`config.mk`:
```
export PLATFORM = sky130hd
export DESIGN_NAME = piso_serializer
export DESIGN_NICKNAME = d
export VERILOG_FILES = /design/src/rtl/piso_serializer.sv
export SDC_FILE = /design/constraint.sdc
export NUM_CORES = 1
export LEC_CHECK = 0
export ABC_AREA = 1
export CAP_MARGIN = 20
export CORE_AREA = 5 5 54 56
export CTS_CLUSTER_SIZE = 16
export DETAILED_ROUTE_END_ITERATION = 10
export DIE_AREA = 0 0 59 61
export PLACE_DENSITY = 0.71
export RECOVER_POWER = 100
export SYNTH_ARGS = -nofsm -noshare
export SYNTH_HDL_FRONTEND = slang
export SYNTH_SLANG_ARGS = --single-unit
export TNS_END_PERCENT = 20
```
`constraint.sdc`:
```
create_clock -name clk -period 3 [get_ports clk]
set_input_delay 0.3 -clock clk [delete_from_list [all_inputs] [get_ports clk]]
set_output_delay 0.3 -clock clk [all_outputs]
set_load 0.02 [all_outputs]
```
`src/rtl/piso_serializer.sv`:
```
// Parallel-in / serial-out converter with a one-word holding buffer.
// A word is captured into hold, moved into the shift register, and sent
// one bit per cycle. A second word can wait in hold, so consecutive words
// leave with no idle cycle between them. While idle the serial line rests
// at 0, which a downstream pattern detector sees as a run of zeros.
module piso_serializer #(
    parameter int unsigned WIDTH     = 8,
    parameter int unsigned MSB_FIRST = 1
) (
    input  logic             clk,
    input  logic             rst,
    input  logic [WIDTH-1:0] data_in,
    input  logic             data_valid,
    output logic             data_ready,
    output logic             ser_out,
    output logic             ser_valid,
    output logic             word_done
);

    localparam int unsigned      CNT_W    = (WIDTH > 1) ? $clog2(WIDTH) : 1;
    localparam logic [CNT_W-1:0] CNT_LAST = CNT_W'(WIDTH - 1);

    typedef enum logic {
        ST_IDLE  = 1'b0,
        ST_SHIFT = 1'b1
    } state_t;

    state_t           state_q, state_d;
    logic [WIDTH-1:0] hold_q, hold_d;
    logic             hold_full_q, hold_full_d;
    logic [WIDTH-1:0] sh_q, sh_d;
    logic [CNT_W-1:0] cnt_q, cnt_d;

    logic             accept;
    logic             out_bit;
    logic [WIDTH-1:0] sh_shift;

    // Handshake: hold can take a word only when empty and not in reset.
    assign data_ready = !hold_full_q && !rst;
    assign accept     = data_valid && data_ready;

    // Output end of the shift register and the one-step shift toward it.
    assign out_bit  = (MSB_FIRST != 0) ? sh_q[WIDTH-1] : sh_q[0];
    assign sh_shift = (MSB_FIRST != 0) ? {sh_q[WIDTH-2:0], 1'b0}
                                       : {1'b0, sh_q[WIDTH-1:1]};

    // Serial outputs are decoded from state and forced low during reset.
    assign ser_valid = (state_q == ST_SHIFT) && !rst;
    assign ser_out   = ser_valid && out_bit;
    assign word_done = ser_valid && (cnt_q == CNT_LAST);

    // Next-state logic for the FSM, hold buffer, shifter and bit counter.
    always_comb begin
        state_d     = state_q;
        hold_d      = hold_q;
        hold_full_d = hold_full_q;
        sh_d        = sh_q;
        cnt_d       = cnt_q;

        case (state_q)
            ST_IDLE: begin
                if (hold_full_q) begin
                    state_d     = ST_SHIFT;
                    sh_d        = hold_q;
                    hold_full_d = 1'b0;
                    cnt_d       = '0;
                end
            end
            ST_SHIFT: begin
                if (cnt_q != CNT_LAST) begin
                    sh_d  = sh_shift;
                    cnt_d = cnt_q + CNT_W'(1);
                end else if (hold_full_q) begin
                    // Last bit out and a word is waiting: reload with no gap.
                    sh_d        = hold_q;
                    hold_full_d = 1'b0;
                    cnt_d       = '0;
                end else begin
                    state_d = ST_IDLE;
                end
            end
            default: begin
                state_d = ST_IDLE;
            end
        endcase

        // Accept only happens with hold empty, so it never collides with a drain.
        if (accept) begin
            hold_d      = data_in;
            hold_full_d = 1'b1;
        end
    end

    // State registers with synchronous reset that overrides all activity.
    always_ff @(posedge clk) begin
        if (rst) begin
            state_q     <= ST_IDLE;
            hold_q      <= '0;
            hold_full_q <= 1'b0;
            sh_q        <= '0;
            cnt_q       <= '0;
        end else begin
            state_q     <= state_d;
            hold_q      <= hold_d;
            hold_full_q <= hold_full_d;
            sh_q        <= sh_d;
            cnt_q       <= cnt_d;
        end
    end

endmodule

```
==> out/metrics.csv, run 1 <==
stage,metric,value,unit
critical_path,WP data arrival,1.98,ns
sta,"Hold Vio Cnt, Final",0,
clock_tree,"Reg clk slew, reported paths",0.11,ns
die,Starting Density,41.8,%
clock_tree,Post-CTS Setup Repair Bufs,0,
routing,Pre-Repair DR Iteration Count,4,
die,num rows,18,
layout,diode count,0,
clock_tree,CTS tree,yes,
routing,Avg Vias per Cell,4.50,
critical_path,CP Buf/Inv Count,2,
critical_path,kind of critical path,flop to output port,
critical_path,CP dominant cell by count,ha_1,
pwr,leakage power,0.552,nW
place,Final HPWL DP,1280,um
clock_tree,Hold Buf Count CTS,0,
routing,First DRT Iteration DRCs,3,
synth,post-synth net total,159,
place,Inst Count DP,183,
routing,drt wl/cell,9.41,um
clock_tree,total CTS buffers,3,
synth,post-synthesis sequential area ratio,42.2,%
die,Core Region,0.00239,mm^2
routing,routed vias,842,
critical_path,CP top delay family,buffers and inverters,
sta,Setup Viol. Count Final,0,
synth,"Cell Area, Synth",997,um^2
pwr,worst ir drop on vdd,346,uV
die,Die W,59,um
global_route,via count of the first global-routing pass,822,
die,die area,0.00360,mm^2
global_route,largest net degree at the start of global routing,21,
layout,Layout fillers,269,
clock_tree,# resized after CTS,0,
sta,Tcrit/Tclk final,76.0,%
sta,worst slew pin tran,0.594,ns
synth,Syn Inst Count,145,
critical_path,"Critical Path, Cell by Cell",ha_1 -> ha_1 -> inv_1 -> nor3_1 -> dlygate4sd3_1,
sta,RSZ-0062 raised after global routing,no,
outcome,status,"complete, no violations",
die,I/O pin count,15,
critical_path,startpoint types,flop,
critical_path,critical path peak fanout,9,
global_route,initial antenna violation count,0,
sta,final worst setup slack,0.721,ns
sta,Clock Skews,0.00706,ns
synth,#FFs+latches synth,21,
place,gpl congestion,0.743,
clock_tree,Clock Latency Late Sink,0.30,ns
sta,fmax,439,MHz
critical_path,type of destination of the critical path,output port,
synth,syn avg cell area,6.88,um^2
sta,min cycle time layout,2.28,ns
place,dpl ws,0.995,ns
critical_path,required time worst endpoint,2.70,ns
global_route,aggregate global-route resource usage,11.6,%
layout,"Cell Count, Final, Fillers Out",187,
critical_path,CP peak stage delay,0.69,ns
critical_path,CP max-delay cell,dlygate4sd3_1,
sta,Final Slew Violations,0,
synth,Cell variety after synth,19,
clock_tree,H-tree depth,1,
global_route,grt total ovfl,0,
layout,share of layout cells above drive strength 1,3.18,%
synth,Yosys Warn Count,0,
worst_hold_path,worst min path class,flop to flop,
layout,"Net count, final",172,
sta,post-route setup TNS,0,ns
die,die height,61,um
sta,Worst slew margin,60.4,%
global_route,global-route wire length before repair,3180,um
flow_run,Max-cap violations,0,
clock_tree,Clock Tree Buf Depth,2,
routing,routed wire length,1760,um
routing,DRT antenna net count,0,
place,I/O Buffers,14,
clock_tree,# clock sinks,21,
layout,Area growth syn-to-layout,12.9,%
pwr,pwr dens,477,mW/mm^2
routing,DRC viols,0,
clock_tree,CTS root buf,clkbuf_4,
-- metrics by stage --
step	hold WS, ns	area (um^2)	power [mW]	util, %
6_report	0.459	1130	0.537	47.2
5_1_grt	0.491	1130	0.571	47.2
4_1_cts	0.465	1150	0.550	48.1
3_5_place_dp	0.447	1120	0.415	47.0
3_3_place_gp	0.443	1120	0.411	47.0
2_1_floorplan	0.369	997	0.391	-
-- path summary, 6_finish.rpt --
path | startpoint | end | slack (ns) | cells after the start
worst max-delay path | cnt_q[0] | word_done | 0.72 | 5
worst min-delay path | sh_q[0] | sh_q[0] | 0.46 | 2
worst max register to register | hold_full_q | hold_q[2] | 1.25 | 5
worst min register to register | sh_q[0] | sh_q[0] | 0.46 | 2
-- cell usage in the layout (no fill, tap or decap), types with 2 or more instances in the layout --
cell,instances
a21oi_1,3
dfxtp_1,21
nor2_1,26
nand2_1,50
clkdlybuf4s50_1,10
ha_1,3
clkbuf_4,3
dlygate4sd3_1,4
inv_1,14
nand3_1,14
o21ai_0,3
nor3_1,2
-- synth_stat cells --
| cell | count | area share, % |
|---|---|---|
| nor2_1 | 25 | 9.4 |
| inv_2 | 2 | 0.75 |
| a21oi_1 | 3 | 1.5 |
| nor2_4 | 1 | 1.1 |
| nand2_1 | 48 | 18 |
| nand3b_1 | 1 | 0.75 |
| buf_2 | 1 | 0.50 |
| buf_4 | 2 | 1.5 |
| nor3_1 | 2 | 1.0 |
| ha_1 | 3 | 3.8 |
| clkinv_4 | 1 | 0.88 |
| nand3_1 | 14 | 7.0 |
| o21ai_0 | 2 | 1.0 |
| inv_1 | 13 | 4.9 |
| nand2_2 | 1 | 0.63 |
| o21ai_1 | 1 | 0.50 |
| buf_6 | 3 | 3.4 |
| nand2_4 | 1 | 1.1 |
| dfxtp_1 | 21 | 42 |
-- routing by layer --
metal	vias up	global-route usage (%)	wire length (um)
met5	-	0	0
met4	0	5.83	40
met3	4	1.91	54
met2	13	22.2	852
met1	359	12.1	812
li1	466	-	-
-- flip-flops by register name, indices dropped and copies added, names as in the netlist --
name,flops
state_q,1
cnt_q,3
hold_q,8
hold_full_q,1
sh_q,8
-- worst reg2reg max path: cells and delay by family, from the launching register on --
kind	cells	cell delay [ns]
AND/OR/NAND/NOR	4	0.60
flip-flops	1	0.72
buffers and inverters	1	0.33
-- cell type report --
class	instances	area (um^2)	area share, %
clock buffers	4	26.3	2.33
repair buffers	14	140	12.4
multi-input cells	102	440	39.1
flip-flops and latches	21	420	37.3
inverters	16	61.3	5.44
well taps	30	37.5	3.33
-- where the power goes --
group	internal (mW)	total, mW	switching (mW)
logic	0.0377	0.0851	0.0473
registers	0.301	0.318	0.0164
clock network	0.0518	0.134	0.0826
-- cell families (layout without fill, tap and decap cells) --
kind of cell / after synthesis / after routing / synth area share (%)
AND/OR/NAND/NOR: 93 / 93 / 39.1
adder cells (fa/ha/maj): 3 / 3 / 3.76
flip-flops: 21 / 21 / 42.2
buffers and inverters: 22 / 34 / 11.9
AO/OA/AOI/OAI: 6 / 6 / 3.01
(Power assumes the default switching activity.)
==> inputs of run 2 (changes only) <==
--- a/config.mk
+++ b/config.mk
@@ -11,7 +11,7 @@
 export CTS_CLUSTER_SIZE = 16
 export DETAILED_ROUTE_END_ITERATION = 10
 export DIE_AREA = 0 0 59 61
-export PLACE_DENSITY = 0.71
+export PLACE_DENSITY = 0.74
 export RECOVER_POWER = 100
 export SYNTH_ARGS = -nofsm -noshare
 export SYNTH_HDL_FRONTEND = slang
==> constraint.sdc (replaced) <==
create_clock -name clk -period 1.9 [get_ports clk]
set_input_delay 0.19 -clock clk [delete_from_list [all_inputs] [get_ports clk]]
set_output_delay 0.19 -clock clk [all_outputs]
set_load 0.02 [all_outputs]
==> run 2 against run 1 <==
  * Wire length increased by 3.4%
  * Largest power group unchanged
  * Sequential cell count unchanged
  * Critical path depth decreased by 2
  * Sequential power increased by 54%
  * Combinational power increased by 83%
  * Largest cell class unchanged
  * Clock power increased by 58%
  * Non-clock buffer count increased by 2
  * Power increased by 60%
  * Sequential share of layout area decreased by 0.93 points
  * First-iteration DRC count increased to 6.7 times the previous value
==> out/metrics.csv, run 2 (synthesis results as in run 1) <==
stage,metric,value,unit,change
outcome,status,"complete, no violations",,
global_route,grt total ovfl,0,,unchanged
layout,Layout fillers,268,,-0.37%
sta,post-route setup TNS,0,ns,unchanged
sta,fmax,566,MHz,
critical_path,CP max-delay cell,clkdlybuf4s50_1,,
routing,DRC viols,0,,unchanged
clock_tree,CTS root buf,clkbuf_4,,
pwr,Net Switching,236,uW,+61%
clock_tree,H-tree depth,1,,unchanged
pwr,Clock power frac,24.7,%,-0.3 points
die,num rows,18,,unchanged
clock_tree,# resized after CTS,1,,+1
routing,routed wire length,1820,um,+3.4%
place,Final HPWL DP,1340,um,+4.7%
layout,Top Registers,"hold_q: 8 flops, sh_q: 8 flops, cnt_q: 3 flops",,
sta,min cycle time layout,1.77,ns,
global_route,largest net degree at the start of global routing,21,,unchanged
sta,"Hold Vio Cnt, Final",0,,unchanged
pwr,pwr dens,744,mW/mm^2,+56%
critical_path,CP dominant cell by count,clkdlybuf4s50_1,,
sta,Clock Skews,0.000494,ns,-0.00656 ns
place,gpl congestion,0.778,,+4.7%
clock_tree,"Reg clk slew, reported paths",0.11,ns,about the same
pwr,worst ir drop on vdd,398,uV,+15%
routing,WL met1,835,um,+2.8%
routing,Pre-Repair DR Iteration Count,4,,unchanged
die,Die W,59,um,unchanged
global_route,global-route wire length before repair,3390,um,+6.5%
sta,Setup Viol. Count Final,0,,unchanged
sta,worst slew pin tran,0.585,ns,-0.00866 ns
pwr,P_int,624,uW,+60%
critical_path,type of destination of the critical path,output port,,
clock_tree,total CTS buffers,3,,unchanged
routing,Top Metal Used,met4,,
clock_tree,CTS tree,yes,,
sta,RSZ-0062 raised after global routing,no,,
sta,Final Slew Violations,0,,unchanged
global_route,aggregate global-route resource usage,12.3,%,+0.72 points
critical_path,critical path peak fanout,6,,-3
clock_tree,# clock sinks,21,,unchanged
global_route,initial antenna violation count,0,,unchanged
layout,most frequent cells in the layout,"49 x nand2_1, 25 x nor2_1, 21 x dfxtp_1",,
layout,"Cell Count, Final, Fillers Out",189,,+1.1%
pwr,leakage power,0.570,nW,+3.3%
routing,routed vias,867,,+3.0%
sta,Tcrit/Tclk final,92.9,%,
routing,drt wl/cell,9.62,um,+2.3%
layout,"most common cell after layout, fill and taps aside",nand2_1,,
sta,Worst slew margin,60.9,%,+0.59 points
layout,Area growth syn-to-layout,15.8,%,
pwr,switch share,27.4,%,+0.18 points
place,Inst Count DP,185,,+1.1%
clock_tree,Post-CTS Setup Repair Bufs,0,,unchanged
critical_path,WP data arrival,1.58,ns,-0.40 ns
routing,DRT antenna net count,0,,unchanged
critical_path,startpoint types,input port,,
pwr,Combinational Power Share,18.2,%,+2.4 points
critical_path,required time worst endpoint,1.71,ns,-0.99 ns
die,die area,0.00360,mm^2,unchanged
layout,final instance area,0.00115,mm^2,+2.6%
clock_tree,Hold Buf Count CTS,0,,unchanged
flow_run,Max-cap violations,0,,unchanged
critical_path,CP peak stage delay,0.63,ns,-0.06 ns
layout,diode count,0,,unchanged
die,I/O pin count,15,,unchanged
place,dpl cell area,0.00114,mm^2,+1.3%
layout,share of layout cells above drive strength 1,5.66,%,+2.5 points
die,die height,61,um,unchanged
layout,"Net count, final",174,,+1.2%
pwr,sequential share of power,57.2,%,-1.9 points
die,Starting Density,41.8,%,unchanged
place,I/O Buffers,14,,unchanged
clock_tree,Clock Latency Late Sink,0.30,ns,about the same
global_route,via count of the first global-routing pass,818,,-0.49%
routing,Avg Vias per Cell,4.59,,+1.9%
critical_path,"Critical Path, Cell by Cell",clkdlybuf4s50_1 -> nor3_1 -> clkdlybuf4s50_1,,
critical_path,kind of critical path,input port to output port,,
worst_hold_path,worst min path class,input port to flop,,
routing,WL met3,81,um,+50%
routing,First DRT Iteration DRCs,20,,+17
clock_tree,Clock Tree Buf Depth,2,,unchanged
die,Core Region,0.00239,mm^2,unchanged
routing,met2 wire len,872,um,+2.3%
run 2: stage by stage:
| step | worst slack, ns | hold slack (ns) | utilization, % | total power [mW] |
|---|---|---|---|---|
| floorplan | 0.520 | 0.259 | - | 0.617 |
| global placement | 0.135 | 0.449 | 47.6 | 0.654 |
| detailed placement | 0.101 | 0.445 | 47.6 | 0.661 |
| CTS | 0.0838 | 0.409 | 48.6 | 0.871 |
| global route | 0.0263 | 0.407 | 48.4 | 0.915 |
| finish | 0.134 | 0.413 | 48.4 | 0.859 |
run 2: final timing paths:
| check | from | slack, ns | cells after the start | to |
|---|---|---|---|---|
| setup / recovery | rst | 0.13 | 3 | ser_out |
| hold reg to reg | sh_q[0] | 0.47 | 2 | sh_q[0] |
| hold / removal | data_in[0] | 0.41 | 3 | hold_q[0] |
| setup reg to reg | cnt_q[0] | 0.28 | 7 | cnt_q[0] |
run 2: critical path: cells and delay by family:
family	cells	cell delay (ns)
buffers and inverters	2	1.16
AND/OR/NAND/NOR	1	0.22
run 2: layer usage:
metal	vias to the layer above	track usage, %
met5	-	0
met2	20	21.5
met3	3	2.34
met4	0	5.83
met1	376	14.6
li1	468	-
run 2: power by group through the flow:
stage	clock network (mW)	logic, mW	registers [mW]
floorplan	0	0.121	0.496
global placement	0	0.155	0.500
detailed placement	0	0.160	0.501
CTS	0.219	0.160	0.491
global route	0.237	0.183	0.495
finish	0.212	0.156	0.491
run 2: cell type report:
type	instances	area [um^2]	share of cell area [%]
Multi-Input combinational cell	102	455	39.4
Tap cell	30	37.5	3.25
Timing Repair Buffer	16	150	13.0
Clock buffer	4	26.3	2.28
Inverter	16	65.1	5.63
Sequential cell	21	420	36.4
==> patch: new RTL, flow settings as in run 2 <==
`WIDTH`: 8 -> 16.
--- a/src/rtl/piso_serializer.sv
+++ b/src/rtl/piso_serializer.sv
@@ -5,5 +5,5 @@
 // at 0, which a downstream pattern detector sees as a run of zeros.
 module piso_serializer #(
-    parameter int unsigned WIDTH     = 8,
+    parameter int unsigned WIDTH     = 16,
     parameter int unsigned MSB_FIRST = 1
 ) (
Interface: changed (resized data_in); port bits go from 15 to 23. No check against the original RTL was run, so the function may have changed too.
==> patch against run 2 <==
Register-to-register slack got worse by 0.11 ns. Non-clock buffer count rose by 13. Power rose by 83%. Critical endpoint is now ser_valid. Wire length rose by 90%. Worst setup slack improved by 0.0032 ns. Critical path type is now reg2out. Area after synthesis rose by 67%. Sequential cell count rose by 17. Final area rose by 66%.
==> patch: results (changes against run 2) <==
metric,value,unit,change
num_vias,1516,,was 867
gr-usage-all-layers,22.02,%,was 12.32%
cts_buffers,5,,was 3
seq_area_frac_synth,45.58,%,was 42.16%
synth_nets,252,,was 159
reg2reg_from,cnt_q[1],,was cnt_q[0]
skew,0.007126,ns,was 0.0004938 ns
antenna_found_initial,0,,unchanged
htree_levels,2,,was 1
n_antenna_cell,0,,unchanged
drive_gt1_share,8.235,%,was 5.660%
synth.avg_cell_area,7.194,sq um,was 6.877 sq um
hold_end,hold_q[3],,was hold_q[0]
hold_path.startpoint,data_in[3],,was data_in[0]
peakVddDrop,698.0,uV,was 397.7 uV
wl_per_cell,12.14,um,was 9.624 um
holdCritPathClass,in2reg,,unchanged
io_buffers,22,,was 14
root_buffer,clkbuf_4,,unchanged
grt_max_degree,36,,was 21
postPlaceCellArea,1866,sq um,was 1136 sq um
r2r-end,sh_q[15],,was cnt_q[0]
r2r_cells,6,,was 7
drtIter0Drc,102,,was 20
gp_congestion,0.8397,,was 0.7784
synthTopCellsByArea,"dfxtp_1 (46%), nand2_1 (16%), nand3_1 (15%), nor2_1 (8.1%), buf_6 (3.4%)",,"was dfxtp_1 (42%), nand2_1 (18%), nor2_1 (9.4%), nand3_1 (7.0%), inv_1 (4.9%)"
clock_latency,0.34,ns,was 0.30 ns
ys_top_cells_by_count,"nand2_1 (72), nand3_1 (50), dfxtp_1 (38)",,"was nand2_1 (48), nor2_1 (25), dfxtp_1 (21)"
grt_pass1_vias,1437,,was 818
ys_warn_count,0,,unchanged
worstMarginPinSlew,0.5775,ns,was 0.5852 ns
dr.pass1.iters,4,,unchanged
grt_pass1_wl,5927,um,was 3387 um
synth_cell_types,20,,was 19
status,"finished, final reports clean",,unchanged
ctsLongestPathBuffers,2,,unchanged
synth_ff_type,dfxtp_1,,unchanged
r2r_setup_slack,0.17,ns,was 0.28 ns
async_flop_share,0,%,unchanged
hpwlAfterDp,2432,um,was 1344 um
power_switching,0.4308,mW,was 0.2357 mW
path_max_fanout,4,,was 6
p_leak,0.9103,nW,was 0.5696 nW
final_nets,274,,was 174
path_clk_slew,0.11,ns,about the same
reg.largest.list,"hold_q x16, sh_q x16, cnt_q x4",,"was hold_q x8, sh_q x8, cnt_q x3"
cp.arrival,1.57,ns,
min_path_cells,3,,unchanged
==> patch: cell types whose count changed after synthesis, moves of 2 or more <==
| cell | delta |
|---|---|
| buf_2 | +6 |
| buf_6 | +2 |
| dfxtp_1 | +17 |
| ha_1 | -2 |
| inv_1 | -8 |
| nand2_1 | +24 |
| nand3_1 | +36 |
| nand3_2 | +2 |
| nor2_1 | +11 |
| nor3_1 | -2 |
==> patch: critical path: stages (launching register included) <==
cell and delay [ns]:
dfxtp_1 0.35, inv_1 0.09, nor2_1 0.16, clkdlybuf4s50_1 0.63
==> patch: final cells by class <==
type,instances,area [sq um]
clock buffers,7,55.05
flip-flops and latches,38,760.7
fillers,173,467.9
well taps,30,37.54
repair buffers,29,270.3
multi-input cells,173,760.7
clock inverters,1,5.005
inverters,7,30.03
==> patch: kinds of logic (layout without fill, tap and decap cells) <==
group	Yosys count	after routing	share of synthesized area (%)
and+or+nand+nor	163	163	42.20
buffers and inverters	21	44	8.395
AOI/OAI and AO/OA	9	9	3.074
DFF	38	38	45.58
adders and majority gates	1	1	0.7495
==> patch: power groups by stage <==
stage          registers, mW  logic (mW)  clock network [mW]
5_1_grt                0.906       0.281               0.471
4_1_cts                0.897       0.246               0.438
6_report               0.898       0.245               0.433
3_5_place_dp           0.915       0.244                   0
2_1_floorplan          0.903       0.187                   0
3_3_place_gp           0.912       0.233                   0
==> patch: worst max path at each step <==
stage / slack [ns] / endpoint / from
floorplan: 0.52 / ser_out / state_q
global placement: 0.15 / ser_out / rst
detailed placement: 0.13 / ser_out / rst
CTS: 0.09 / ser_valid / state_q
global route: 0.004 / sh_q[15] / cnt_q[0]
finish: 0.14 / ser_valid / state_q
==> patch: metal layers <==
| layer | share of wire, % | global-route usage [%] | vias to the layer above |
|---|---|---|---|
| met3 | 6.2 | 7.447 | 7 |
| met5 | 0 | 0 | - |
| met4 | 1.6 | 9.709 | 0 |
| li1 | - | - | 790 |
| met1 | 44 | 24.47 | 677 |
| met2 | 48 | 38.33 | 42 |
==> patch: stage by stage <==
| step | setup slack, ns | utilization (%) | cells | power [mW] | hold slack, ns |
|---|---|---|---|---|---|
| CTS | 0.08570 | 80.56 | 285 | 1.581 | 0.3944 |
| floorplan | 0.5191 | - | 232 | 1.090 | 0.2524 |
| finish | 0.1374 | 80.40 | 285 | 1.576 | 0.3994 |
| detailed placement | 0.1319 | 78.14 | 277 | 1.159 | 0.4542 |
| global route | 0.003799 | 80.40 | 285 | 1.658 | 0.3961 |
| global placement | 0.1535 | 78.14 | 277 | 1.145 | 0.4508 |
==> patch: repair_timing <==
action                                  4_1_cts  5_1_grt
endpoints found under the setup margin        2        1
setup buffers                                 0        0
resized for setup                             2        1
